[config.mk]
export PLATFORM = sky130hd
export DESIGN_NAME = rto_run_controller
export DESIGN_NICKNAME = d
export VERILOG_FILES = /design/src/rtl/rto_ctrl_pkg.sv /design/src/rtl/rto_err_tracker.sv /design/src/rtl/rto_run_controller.sv
export SDC_FILE = /design/constraint.sdc
export NUM_CORES = 1
export LEC_CHECK = 0
export CORE_ASPECT_RATIO = 1.4
export CORE_MARGIN = 4
export CORE_UTILIZATION = 35
export CTS_CLUSTER_SIZE = 14
export DETAILED_ROUTE_END_ITERATION = 6
export GPL_ROUTABILITY_DRIVEN = 0
export SYNTH_ARGS = -nofsm -noshare
export SYNTH_HDL_FRONTEND = slang
export SYNTH_HIERARCHICAL = 1
export SYNTH_SLANG_ARGS = --single-unit
[constraint.sdc]
create_clock -name clk -period 4.3 [get_ports clk]
set_input_delay 0.43 -clock clk [delete_from_list [all_inputs] [get_ports clk]]
set_output_delay 0.43 -clock clk [all_outputs]
set_load 0.01 [all_outputs]
[src/rtl/rto_ctrl_pkg.sv]
// Shared types and defaults for the RTO run controller and its error trackers.
package rto_ctrl_pkg;

  typedef enum logic [1:0] {
    StIdle  = 2'd0,
    StRun   = 2'd1,
    StFlush = 2'd2,
    StHalt  = 2'd3
  } rto_state_e;

  localparam int unsigned FlushCyclesDef = 4;
  localparam int unsigned ErrCntWDef     = 16;

endpackage

[src/rtl/rto_err_tracker.sv]
// Sticky error flag plus saturating error counter for one RTO core error source.
module rto_err_tracker
  import rto_ctrl_pkg::*;
#(
  parameter int unsigned CNT_W = ErrCntWDef
) (
  input  logic             clk,
  input  logic             reset,
  input  logic             err,
  input  logic             clear,
  output logic             sticky,
  output logic [CNT_W-1:0] count
);

  localparam logic [CNT_W-1:0] CntMax = {CNT_W{1'b1}};

  logic             sticky_q;
  logic [CNT_W-1:0] count_q;

  // A new error in the same cycle as a clear survives it: flag stays set, count restarts at 1.
  always_ff @(posedge clk) begin
    if (reset) begin
      sticky_q <= 1'b0;
      count_q  <= '0;
    end else begin
      if (err) begin
        sticky_q <= 1'b1;
      end else if (clear) begin
        sticky_q <= 1'b0;
      end

      if (err) begin
        if (clear) begin
          count_q <= CNT_W'(1);
        end else if (count_q != CntMax) begin
          count_q <= count_q + CNT_W'(1);
        end
      end else if (clear) begin
        count_q <= '0;
      end
    end
  end

  assign sticky = sticky_q;
  assign count  = count_q;

endmodule

[src/rtl/rto_run_controller.sv]
// Run/flush/halt sequencer driving the RTO core timestamp counter, auto_start and flush.
module rto_run_controller
  import rto_ctrl_pkg::*;
#(
  parameter int unsigned FLUSH_CYCLES = FlushCyclesDef,
  parameter int unsigned ERR_CNT_W    = ErrCntWDef
) (
  input  logic                 clk,
  input  logic                 reset,
  input  logic                 start,
  input  logic                 stop,
  input  logic                 flush_req,
  input  logic                 halt_on_error,
  input  logic                 counter_load,
  input  logic [63:0]          counter_load_value,
  input  logic                 err_clear,
  input  logic                 core_empty,
  input  logic                 core_timestamp_error,
  input  logic                 core_overflow_error,
  output logic [63:0]          counter,
  output logic                 auto_start,
  output logic                 flush,
  output logic [1:0]           state,
  output logic                 done,
  output logic                 ts_err_sticky,
  output logic                 ovf_err_sticky,
  output logic [ERR_CNT_W-1:0] ts_err_count,
  output logic [ERR_CNT_W-1:0] ovf_err_count
);

  localparam int unsigned     FcW       = (FLUSH_CYCLES > 1) ? $clog2(FLUSH_CYCLES) : 1;
  localparam logic [FcW-1:0]  LastFlush = FcW'(FLUSH_CYCLES - 1);

  rto_state_e     state_q;
  logic [63:0]    counter_q;
  logic [FcW-1:0] flush_cnt_q;
  logic           auto_start_q;
  logic           flush_q;
  logic           done_q;
  logic           core_err;

  assign core_err = core_timestamp_error | core_overflow_error;

  // The counter advances only on RUN edges that stay in RUN, so leaving RUN
  // (stop, halt) leaves the last value the core saw untouched.
  always_ff @(posedge clk) begin
    if (reset) begin
      state_q      <= StIdle;
      counter_q    <= '0;
      flush_cnt_q  <= '0;
      auto_start_q <= 1'b0;
      flush_q      <= 1'b0;
      done_q       <= 1'b0;
    end else begin
      done_q <= 1'b0;
      unique case (state_q)
        StIdle: begin
          if (flush_req) begin
            state_q     <= StFlush;
            flush_q     <= 1'b1;
            counter_q   <= '0;
            flush_cnt_q <= '0;
          end else if (start) begin
            state_q      <= StRun;
            auto_start_q <= 1'b1;
          end else if (counter_load) begin
            counter_q <= counter_load_value;
          end
        end
        StRun: begin
          if (flush_req) begin
            state_q      <= StFlush;
            auto_start_q <= 1'b0;
            flush_q      <= 1'b1;
            counter_q    <= '0;
            flush_cnt_q  <= '0;
          end else if (halt_on_error && core_err) begin
            state_q      <= StHalt;
            auto_start_q <= 1'b0;
          end else if (stop) begin
            state_q      <= StIdle;
            auto_start_q <= 1'b0;
            done_q       <= core_empty;
          end else begin
            counter_q <= counter_q + 64'd1;
          end
        end
        StFlush: begin
          if (flush_cnt_q == LastFlush) begin
            state_q     <= StIdle;
            flush_q     <= 1'b0;
            flush_cnt_q <= '0;
            done_q      <= 1'b1;
          end else begin
            flush_cnt_q <= flush_cnt_q + FcW'(1);
          end
        end
        StHalt: begin
          if (flush_req) begin
            state_q     <= StFlush;
            flush_q     <= 1'b1;
            counter_q   <= '0;
            flush_cnt_q <= '0;
          end else if (err_clear) begin
            state_q <= StIdle;
          end
        end
      endcase
    end
  end

  assign counter    = counter_q;
  assign auto_start = auto_start_q;
  assign flush      = flush_q;
  assign state      = state_q;
  assign done       = done_q;

  rto_err_tracker #(
    .CNT_W (ERR_CNT_W)
  ) u_ts_err (
    .clk    (clk),
    .reset  (reset),
    .err    (core_timestamp_error),
    .clear  (err_clear),
    .sticky (ts_err_sticky),
    .count  (ts_err_count)
  );

  rto_err_tracker #(
    .CNT_W (ERR_CNT_W)
  ) u_ovf_err (
    .clk    (clk),
    .reset  (reset),
    .err    (core_overflow_error),
    .clear  (err_clear),
    .sticky (ovf_err_sticky),
    .count  (ovf_err_count)
  );

endmodule
* After elaboration in Yosys (flattened, before gate mapping)
Index checks and enable logic that the tools add are counted.
** Storage, ports and cells
- Word-level logic and storage cells :: 92
- Input port bits :: 75
- Register bits :: 105
** Cells by class
- Bitwise logic cells :: 1
- $add $sub $neg :: 4
- Equality and inequality tests :: 18
- Reductions and logical operators :: 15
- Multiplexer cells :: 44
** Operators by type and width (count)
- $mux W64 :: 7
- $pmux W64 S3 :: 1
- $mux W16 :: 7
- $add A64 B1 Y64 const B :: 1
- $add A16 B1 Y16 const B :: 2
- $ne A16 B16 Y1 const B :: 2
- $mux W2 :: 10
- $ne A3 B3 Y1 const B :: 6
- $mux W1 :: 14
- $reduce_bool A2 Y1 :: 5
- $ne A2 B2 Y1 const B :: 4
- $pmux W2 S4 :: 1
- $reduce_and A4 Y1 :: 2
- $eq A2 B2 Y1 const B :: 3
- $pmux W1 S2 :: 3
- $reduce_and A2 Y1 :: 3
- $reduce_and A6 Y1 :: 1
- $ne A4 B4 Y1 const B :: 1
- $pmux W2 S2 :: 1
- $reduce_bool A3 Y1 :: 1
- $reduce_or A3 Y1 :: 1
- $add A2 B1 Y2 const B :: 1
- $eq A2 B1 Y1 const B :: 1
- $logic_not A2 Y1 :: 1
- 3 further kinds :: 3

* Logic depth before layout (Yosys ltp)
- Depth after elaboration :: 5
- Gate-level depth with buffers :: 11
- Gate-level depth less buffers :: 8

* Cells and area by module
Netlist, hierarchy kept.
** By module, submodules not included
- rto_run_controller :: times used 1, cells each 661, area each 4727.0 sq um
- rto_err_tracker :: times used 2, cells each 112, area each 978.4 sq um

* Least setup slack after synthesis
Ideal clock, no wire load.
- Kind :: register to register
- From :: reg counter_q[36] (netlist: counter[36])
- To :: reg counter_q[63] (netlist: counter[63])
- Cell stages (with the launch flop) :: 9
- Arrival time :: 2.474 ns
- Setup time :: 0.075 ns
- Clock period less this slack :: 2.550 ns
- Buffers on the path :: 2
- Path slack :: 1.750 ns
- Required time :: 4.225 ns
- Path through :: dfxtp_1 buf_4 nand4_2 or4_1 buf_2 or4_4 or3_4 o41a_1 o22ai_1
** On the way
- Cells in the longest elaborated chain, start to end :: 5
** RTL lines
- start, declared :: line rto_run_controller.sv:35 : logic [63:0] counter_q;
- start signal, assigned :: line rto_run_controller.sv:67 : counter_q <= counter_load_value;
- start signal, assigned :: line rto_run_controller.sv:85 : counter_q <= counter_q + 64'd1;
- $add A64 B1 Y64 :: line rto_run_controller.sv:85
- $mux W64 :: line rto_run_controller.sv:80 : end else if (stop) begin
- $mux W64 :: line rto_run_controller.sv:77 : end else if (halt_on_error && core_err) begin
- $mux W64 :: line rto_run_controller.sv:71 : if (flush_req) begin
- $pmux W64 S3 :: line rto_run_controller.sv:56 : unique case (state_q)
Every way passes these cells. The select of a mux whose other input is x is not followed.
A chain may end at the register's enable or synchronous reset.

* Worst setup path after layout
- From :: reg counter_q[12] (netlist: counter[12])
- To :: reg counter_q[47] (netlist: counter[47])
The elaborated chain is that of the path after synthesis.

==> impl_metrics.py <==
metrics = {
    "global_routing": {
        "grt_util_all_layers_pct": 23.5,
        "grt_start_max_net_pins": 60,
        "grt_pass1_vias": 7377,
        "grt_remaining_overflow": 0,
        "grt_first_pass_wirelength_um": 40900,
        "grt_antenna_before_repair": 0,
    },
    "timing": {
        "layout_worst_path_cycle_share_pct": 70.0,
        "setup_repair_after_global_routing_missed_its_margin": "false",
        "fin_tns_setup_ps": 0,
        "finalSetupViolations": 0,
        "tightestPinTransition_ps": 798,
        "fmax_ghz": 0.332,
        "maxSlewViolCount": 0,
        "finalWorstPathRequiredPeriod_ps": 3010,
        "clock-skew-final_ps": 11.1,
        "timing.max_slew.rel_slack_pct": 46.6,
        "final_hold_viol_count": 0,
        "whs_ps": 477,
    },
    "route": {
        "viasPerCell": 6.02,
        "detailroute.via_count": 7749,
        "drt-initial-drc-count": 598,
        "total_wirelength_of_the_detailed_routed_design_um": 25800,
        "drcViolationCount": 0,
        "drt.antenna.violating_nets": 0,
        "wire_per_inst_um": 20.0,
        "drt-pass1-iter-count": 5,
    },
    "critical_path": {
        "crit_path_end_kind": "register",
        "regToRegStartpoint": "counter[12]",
        "worstPathArrival_ps": 3270,
        "critical_path_launch_point": "counter[12]",
        "critical_path.reg2reg.endpoint": "counter[47]",
        "critical_path.max_fanout": 10,
        "worst-r2r-cell-count": 5,
        "critical_path.startpoint_type": "register",
        "worstSetupEndpoint": "counter[47]",
        "crit_required_ps": 4560,
        "timing_worst_setup_path_type": "register to register",
        "reg2reg_setup_slack_ps": 1290,
    },
    "floorplanning": {
        "core-area_um2": 18700,
        "start_util_pct": 35.8,
        "dieArea_um2": 21400,
        "die_h_um": 172,
        "num_rows": 59,
        "width_of_the_die_um": 125,
        "design.portCount": 178,
    },
    "power": {
        "pwr-share-clk_pct": 21.6,
        "cell_leakage_power_nw": 3.11,
        "vdd.ir_drop.worst_uv": 239,
        "p_switching_mw": 1.59,
        "power_frac_seq_pct": 36.9,
        "powerDensity_nw_per_um2": 426,
        "power.share.switching_pct": 41.6,
        "internal_power_mw": 2.23,
        "power_frac_comb_pct": 41.5,
    },
    "clock_tree": {
        "buffer_depth_of_the_longest_clock_path": 2,
        "clock_network_latency_to_the_later_pin_of_the_worst_skew_pair_ps": 360,
        "cts-resized-gates": 0,
        "numCtsBuffers": 9,
        "cts_hold_repair.buffers": 0,
        "cts_tree": "built",
        "cts_sinks": 105,
        "postCtsSetupBuffers": 0,
        "cts.root.buffer_cell": "sky130_fd_sc_hd__clkbuf_16",
        "clk_pin_slew_worst_setup_hold_paths_ps": 70,
        "cts.htree.levels": 3,
    },
    "finish": {
        "layout.cells.most_common_list": "176 x sky130_fd_sc_hd__clkdlybuf4s50_1, 105 x sky130_fd_sc_hd__dfxtp_1, 97 x sky130_fd_sc_hd__nand2_1",
        "antenna_cells": 0,
        "layout.filler_cells": 1894,
        "mostFrequentLayoutCell": "sky130_fd_sc_hd__clkdlybuf4s50_1",
        "combined_flip_flop_and_latch_cell_area_um2": 2100,
        "multi_input_comb_area_um2": 4260,
        "syn_to_final_growth_pct": 34.4,
        "count_of_nets_after_finishing": 1121,
        "layout-drive-gt1-share_pct": 6.62,
    },
    "place": {
        "io_buffers": 177,
        "post-dp-hpwl_um": 19000,
    },
    "synth": {
        "synth.ff_latch_count": 105,
        "yosys_most_used_dff": "sky130_fd_sc_hd__dfxtp_1",
        "synthDistinctLibCells": 76,
        "synth-seq-area-share_pct": 31.4,
        "async_flop_share_pct": 0,
        "synth_enable_flop_cells": 0,
        "mappedNetlistArea_um2": 6680,
        "synth_nets": 968,
        "ys_warns": 6,
        "syn_inst": 885,
        "synth_area_per_cell_um2": 7.55,
    },
    "run": {
        "maxCapViolations": 0,
    },
    "worst_hold_path": {
        "hp-class": "register to register",
    },
    "status": {
        "outcome": "finished, final reports clean",
    },
}
## cells in the mapped netlist (5+ instances only)
| cell | number | share of area (%) |
|---|---|---|
| sky130_fd_sc_hd__nand2b_1 | 6 | 0.56 |
| sky130_fd_sc_hd__and3_1 | 27 | 2.5 |
| sky130_fd_sc_hd__a32o_1 | 7 | 1.0 |
| sky130_fd_sc_hd__buf_1 | 5 | 0.28 |
| sky130_fd_sc_hd__a22oi_1 | 8 | 0.90 |
| sky130_fd_sc_hd__nand2_1 | 97 | 5.4 |
| sky130_fd_sc_hd__o311ai_0 | 8 | 1.0 |
| sky130_fd_sc_hd__a21oi_1 | 63 | 4.7 |
| sky130_fd_sc_hd__a31o_2 | 6 | 0.79 |
| sky130_fd_sc_hd__dfxtp_1 | 105 | 31 |
| sky130_fd_sc_hd__o211a_1 | 5 | 0.75 |
| sky130_fd_sc_hd__o211ai_1 | 11 | 1.2 |
| sky130_fd_sc_hd__o2bb2ai_1 | 5 | 0.66 |
| sky130_fd_sc_hd__nand3b_1 | 7 | 0.79 |
| sky130_fd_sc_hd__nand3_1 | 62 | 4.6 |
| sky130_fd_sc_hd__clkbuf_1 | 44 | 2.5 |
| sky130_fd_sc_hd__xor2_1 | 5 | 0.66 |
| sky130_fd_sc_hd__a31oi_1 | 20 | 1.9 |
| sky130_fd_sc_hd__a211oi_1 | 8 | 0.90 |
| sky130_fd_sc_hd__a21o_1 | 12 | 1.3 |
| sky130_fd_sc_hd__nor2_1 | 64 | 3.6 |
| sky130_fd_sc_hd__mux2i_1 | 7 | 1.0 |
| sky130_fd_sc_hd__or3_1 | 19 | 1.8 |
| sky130_fd_sc_hd__nand4_1 | 34 | 3.2 |
| sky130_fd_sc_hd__o22ai_1 | 7 | 0.66 |
| sky130_fd_sc_hd__o21ai_0 | 44 | 3.3 |
| sky130_fd_sc_hd__inv_1 | 26 | 1.5 |
| sky130_fd_sc_hd__ha_1 | 8 | 1.5 |
| sky130_fd_sc_hd__nor3_1 | 40 | 3.0 |
| sky130_fd_sc_hd__nor4_1 | 19 | 1.8 |
| sky130_fd_sc_hd__o31ai_1 | 9 | 1.0 |
| sky130_fd_sc_hd__or4_1 | 5 | 0.56 |
## critical path: stages (launching register included)
cell	delay (ps)
sky130_fd_sc_hd__dfxtp_1	480
sky130_fd_sc_hd__nand4_2	340
sky130_fd_sc_hd__nor4_4	510
sky130_fd_sc_hd__nand4_1	500
sky130_fd_sc_hd__or4_2	810
sky130_fd_sc_hd__o311ai_0	270
## stage by stage
step | util [%] | setup WS [ps] | cell area, µm² | power [mW] | instances
2_1_floorplan | - | 1750 | 6680 | 2.24 | 885
3_3_place_gp | 46.5 | 1190 | 8690 | 3.01 | 1271
3_5_place_dp | 46.5 | 1080 | 8690 | 3.01 | 1271
4_1_cts | 48.1 | 1360 | 8980 | 3.84 | 1287
5_1_grt | 48.1 | 1030 | 8980 | 4.07 | 1287
6_report | 48.1 | 1290 | 8980 | 3.82 | 1287
## registers in the layout, indices dropped and copies added, names as in the netlist
register and cells:
counter 64, u_ovf_err/count 16, u_ts_err/count 16, flush_cnt_q 2, state 2, auto_start 1, done 1, flush 1
u_ovf_err/sticky 1, u_ts_err/sticky 1
## cells by family (layout without fill, tap and decap cells)
| group | Yosys count | after routing | synth area share, % |
|---|---|---|---|
| mux | 7 | 7 | 1.05 |
| flops | 105 | 105 | 31.4 |
| fa+ha+maj | 8 | 8 | 1.50 |
| compound gates | 260 | 260 | 26.6 |
| xor+xnor | 6 | 6 | 0.786 |
| simple gates | 418 | 418 | 33.5 |
| buf+inv | 81 | 239 | 5.07 |
## how the worst min path moves through the flow
stage	start	endpoint	slack, ps	cells after the start
2_1_floorplan	flush_cnt_q[0]	flush_cnt_q[0]	480	2
3_3_place_gp	u_ts_err/sticky	u_ts_err/sticky	460	2
3_5_place_dp	u_ovf_err/sticky	u_ovf_err/sticky	460	2
4_1_cts	u_ts_err/sticky	u_ts_err/sticky	480	2
5_1_grt	u_ts_err/count[15]	u_ts_err/count[15]	510	1
6_report	u_ts_err/sticky	u_ts_err/sticky	480	2
## power groups by stage
stage	Combinational (mW)	Sequential, mW	Clock (mW)
after floorplan	0.834	1.40	0
after global placement	1.58	1.43	0
after detailed placement	1.59	1.43	0
after CTS	1.59	1.41	0.846
after global routing	1.74	1.44	0.884
final	1.59	1.41	0.826
## area by class of cell
| cell class | count | area share [%] |
|---|---|---|
| repair buffers | 197 | 21.5 |
| clock buffers | 10 | 2.66 |
| clock inverters | 6 | 0.557 |
| inverters | 26 | 1.09 |
| flip-flops and latches | 105 | 23.4 |
| well taps | 244 | 3.40 |
| multi-input cells | 699 | 47.4 |
## routing by layer
layer	GRT usage [%]	wire length, µm	part of all wire (%)	up-vias
met1	28.6	10500	41	3637
met2	40.4	12500	48	337
met3	4.91	1940	7.5	68
met4	10.1	869	3.4	0
li1	-	-	-	3707
met5	0	0	0	-
Power figures use the tool's default switching activity.
==> RTL edit 1: new RTL, config.mk and constraints unchanged <==
The package constant `FlushCyclesDef` goes from 4 to 8.
--- a/src/rtl/rto_ctrl_pkg.sv
+++ b/src/rtl/rto_ctrl_pkg.sv
@@ -9,5 +9,5 @@
   } rto_state_e;
 
-  localparam int unsigned FlushCyclesDef = 4;
+  localparam int unsigned FlushCyclesDef = 8;
   localparam int unsigned ErrCntWDef     = 16;
 
Function: same outputs for any inputs over 4 cycles, from zero or initial values and one cycle with reset high; that may be too few to reach the edited logic, so the function may still have changed.
==> RTL edit 1 against the unedited design <==
  * Combinational power fell by 35%
  * Total power fell by 17%
  * Cell area rose by 0.17%
  * Cell count barely moved
  * Synthesized area rose by 0.62%
  * Largest cell class unchanged
  * Highest routed layer unchanged
  * Global-route usage fell by 1.1 points
  * Critical endpoint is now counter[38]$_SDFFE_PP0P_
  * Routed wire length fell by 3.7%
  * Sequential cell count rose by 1
  * Setup slack improved by 0.20 ns
  * Via count fell by 1.0%
==> RTL edit 1: results (changes against the unedited design) <==
Run status
  • Status: finished clean

STA
  • Hold Slack: 0.422 ns (-0.0555 ns)
  • Rel. slew slack: 33.2% (-13 points)
  • Clk_skew: 0.0110 ns (-0.0000498 ns)

Global routing
  • First-pass GRT wire length: 39500 um (-3.6%)
  • Overall routing resource usage: 22.4% (-1.1 points)
  • Largest net degree at the start of global routing: 75 (+25%)
  • Number of global-route vias before repair: 7382 (+0.068%)

Drt
  • Post-DR vias/cell: 5.96 (-0.96%)
  • Wl on met1: 10300 um (-2.3%)
  • Routed wl met2: 12400 um (-0.36%)
  • Iter 0 DRT Violations: 650 (+8.7%)
  • Wire length on met3: 1560 um (-20%)
  • Routed wire length: 24800 um (-3.7%)

Yosys
  • Post-synthesis xor/xnor area fraction: 1.17% (+0.39 points)
  • Area contributors post-synth: dfxtp_1 (32%), nand2_1 (6.0%), a21oi_1 (5.0%)
  • Post-synth net total: 974 (+0.62%)
  • Compound-cell area share of the yosys netlist: 25.4% (-1.3 points)
  • Top post-synthesis cells by count: nand2_1 (107), dfxtp_1 (106), a21oi_1 (67), nor2_1 (59), nand3_1 (55)
  • Sequential fraction of the synthesis area: 31.6% (+0.10 points)
  • Mux cell area share after synthesis: 1.21% (+0.16 points)
  • Post-synthesis cell type count: 75 (-1.3%)
  • Adder-cell share of the synthesized area: 1.67% (+0.18 points)

Worst hold path
  • WHS Endpoint: u_ts_err/count[6]$_SDFFE_PP0P_
  • Worst Min Path Start: reset
  • Hold crit path type: input port to flop

Setup path
  • Crit path DAT: 3.06 ns (-0.21 ns)
  • Crit path max fanout: 7 (-3)
  • CP max stage delay: 0.67 ns (-0.14 ns)
  • R2r startpoint: counter[0]$_SDFFE_PP0P_
  • Slowest stage cell, crit path: or4_1
  • Crit Reg-Reg Endpoint: counter[38]$_SDFFE_PP0P_
  • R2r worst-path depth: 7 (+2)

Power
  • Leakage power: 3.20 nW (+2.7%)
  • Peak VDD IR: 0.242 mV (+1.4%)

Placement
  • DP HPWL: 17700 um (-6.8%)
  • DP Area: 8690 um2 (about the same)

Finish
  • Layout cells sized above 1: 5.95% (-0.67 points)
-- RTL edit 1: final cells by class --
cell class / instances / area, um2
timing repair buffer: 193 / 1900
inverter: 28 / 105
tap: 244 / 305
sequential: 106 / 2120
multi-input combinational: 699 / 4260
clock buffer: 12 / 256
fill: 1889 / 9750
clock inverter: 4 / 50.0
-- RTL edit 1: logic make-up after synthesis --
group / after synthesis
buffers and inverters: 85
muxes: 8
and+or+nand+nor: 417
DFF: 106
xor gates and xnor gates: 9
AOI/OAI and AO/OA: 256
adders and majority gates: 9
-- RTL edit 1: worst max path at each step --
stage                                  startpoint                        to  cells past startpoint  slack [ns]
final                     counter[0]$_SDFFE_PP0P_  counter[38]$_SDFFE_PP0P_                      7        1.49
after global routing      counter[0]$_SDFFE_PP0P_  counter[38]$_SDFFE_PP0P_                      7        1.26
after detailed placement      core_overflow_error  counter[58]$_SDFFE_PP0P_                     10        1.34
after floorplan           counter[0]$_SDFFE_PP0P_  counter[56]$_SDFFE_PP0P_                      7        1.80
after global placement                  flush_req  counter[60]$_SDFFE_PP0P_                      6        1.40
after CTS                 counter[0]$_SDFFE_PP0P_  counter[38]$_SDFFE_PP0P_                      7        1.47
-- RTL edit 1: stage by stage --
stage | setup WS, ns | instances
6_report | 1.49 | 1286
5_1_grt | 1.26 | 1286
4_1_cts | 1.47 | 1286
3_5_place_dp | 1.34 | 1270
3_3_place_gp | 1.40 | 1270
2_1_floorplan | 1.80 | 890
-- RTL edit 1: routing by layer --
metal	track usage, %	vias to the layer above
li1	-	3682
met1	27.5	3638
met2	39.8	309
met3	3.92	40
met4	7.78	0
met5	0	-
-- RTL edit 1: critical path: cells and delay by family (launching register included) --
| family | cells | cell delay (ns) |
|---|---|---|
| adders and majority gates | 1 | 0.27 |
| and+or+nand+nor | 6 | 2.00 |
| DFF | 1 | 0.44 |
-- RTL edit 1: power by group --
| part | switching [W] | internal (W) |
|---|---|---|
| combinational | 0.000579 | 0.000456 |
| sequential | 0.000166 | 0.00108 |
| clock | 0.000394 | 0.000483 |
==> RTL edit 2: new RTL, config.mk and constraints unchanged <==
Made on the original files. Reset style: asynchronous (`reset`), changed in 2 clocked blocks.
--- a/src/rtl/rto_err_tracker.sv
+++ b/src/rtl/rto_err_tracker.sv
@@ -19,5 +19,5 @@
 
   // A new error in the same cycle as a clear survives it: flag stays set, count restarts at 1.
-  always_ff @(posedge clk) begin
+  always_ff @(posedge clk or posedge reset) begin
     if (reset) begin
       sticky_q <= 1'b0;
--- a/src/rtl/rto_run_controller.sv
+++ b/src/rtl/rto_run_controller.sv
@@ -44,5 +44,5 @@
   // The counter advances only on RUN edges that stay in RUN, so leaving RUN
   // (stop, halt) leaves the last value the core saw untouched.
-  always_ff @(posedge clk) begin
+  always_ff @(posedge clk or posedge reset) begin
     if (reset) begin
       state_q      <= StIdle;
Check against the original RTL: differs if reset is asserted again (counterexample within 4 cycles, from zero or initial values and one cycle with reset high); with reset held inactive, the same outputs for 4 cycles.
==> RTL edit 2 against the unedited design <==
  * Sequential cell count did not move
  * Hold slack improved by 0.0012 ns
  * Clock skew fell by 0.0036 ns
  * Combinational power rose by 15%
  * Total power rose by 15%
  * Cell area fell by 1.2%
  * Clock power rose by 9.1%
  * Routed wire length fell by 12%
  * Synthesized area fell by 1.9%
  * Core utilization fell by 0.18 points
  * Count of clock-buffer cells in the layout did not move
  * Synthesized cell count fell by 12%
  * Setup slack improved by 0.12 ns
  * Critical endpoint is now counter[48]$_DFFE_PP0P_
  * Largest power group unchanged
==> RTL edit 2: results (changes against the unedited design) <==
Drt
  • Iter 0 DRT Violations: 433 (-28%)
  • Avg WL per Cell: 19.2 um (-4.1%)
  • Vias: 6739 (-13%)

Finish
  • Buffering overhead: 21.0% (-0.51 points)
  • Layout cells sized above 1: 5.98% (-0.64 points)
  • Fraction of area in multi-input gates: 41.3% (-6.1 points)
  • Non-clock buffers: 189 (-4.1%)
  • Inverters: 28 (+7.7%)
  • Comb_multi_in: 599 (-14%)
  • Fill count: 1842 (-2.7%)
  • FF+latch area: 2630 um2 (+25%)

Setup path
  • Crit Reg-Reg Endpoint: counter[48]$_DFFE_PP0P_
  • Slowest stage cell, crit path: nor4_1
  • R2r startpoint: counter[0]$_DFFE_PP0P_
  • R2r worst-path depth: 7 (+2)
  • CP max stage delay: 0.66 ns (-0.15 ns)

Yosys
  • Mux cell area share after synthesis: 0.763% (-0.28 points)
  • Compound-cell area share of the yosys netlist: 23.3% (-3.3 points)
  • Post-synthesis cell type count: 58 (-24%)
  • Most used DFF post-synth: dfrtp_1
  • Post-synthesis xor/xnor area fraction: 2.94% (+2.2 points)
  • Sequential fraction of the synthesis area: 40.1% (+8.6 points)

Run status
  • Status: finished clean

Power
  • Clock share of power: 20.4% (-1.2 points)
  • Peak VDD IR: 0.226 mV (-5.2%)
  • P_sw: 0.00178 W (+12%)
  • Seq pwr: 0.00168 W (+19%)

Global routing
  • Largest net degree at the start of global routing: 73 (+22%)
  • First-pass GRT wire length: 35900 um (-12%)
  • Number of global-route vias before repair: 6638 (-10%)

STA
  • Slew @ Worst Pin: 0.953 ns (+0.155 ns)
  • Clk_skew: 0.00749 ns (-0.00360 ns)

Worst hold path
  • Worst Min Path Start: u_ts_err/sticky$_DFFE_PP0P_
  • WHS Path Cells: 1 (-1)
[RTL edit 2: cell count changes after synthesis, sizes merged, moves of 14 or more]
| cell | delta |
|---|---|
| a21oi | -22 |
| and3 | -14 |
| dfrtp | +105 |
| dfxtp | -105 |
| nand2 | -17 |
| nand3 | -14 |
| nand4 | -14 |
| nor2 | -23 |
| o21ai | +47 |
| or3 | -18 |
| xnor2 | +15 |
[RTL edit 2: worst register-to-register path, delay by kind of cell (launching register included)]
family                   cells  cell delay, ns
AO/OA/AOI/OAI                2            0.49
adder cells (fa/ha/maj)      1            0.22
flip-flops                   1            0.44
AND/OR/NAND/NOR              4            1.60
[RTL edit 2: logic make-up after synthesis]
group           count (synthesis)
fa+ha+maj                       9
mux                             5
buf+inv                        71
simple gates                  323
flops                         105
xor+xnor                       22
compound gates                240
[RTL edit 2: stage by stage]
| stage | total power, W | util [%] | worst slack (ns) | cell area (um2) | std cells |
|---|---|---|---|---|---|
| 6_report | 0.00441 | 47.9 | 1.41 | 8880 | 1181 |
| 5_1_grt | 0.00472 | 47.9 | 1.21 | 8880 | 1181 |
| 4_1_cts | 0.00445 | 47.9 | 1.42 | 8880 | 1181 |
| 3_5_place_dp | 0.00353 | 46.2 | 1.26 | 8560 | 1165 |
| 3_3_place_gp | 0.00351 | 46.2 | 1.31 | 8560 | 1165 |
| 2_1_floorplan | 0.00254 | - | 1.68 | 6560 | 775 |
[RTL edit 2: metal layers]
metal  share of wire (%)  wire length, um  vias up  GRT usage, %
li1                    -                -     3242             -
met1                  42             9560     3263          27.1
met5                   0                0        -             0
met3                 6.4             1450       26          5.25
met4                 1.7              380        0          5.59
met2                  50            11300      208          36.6
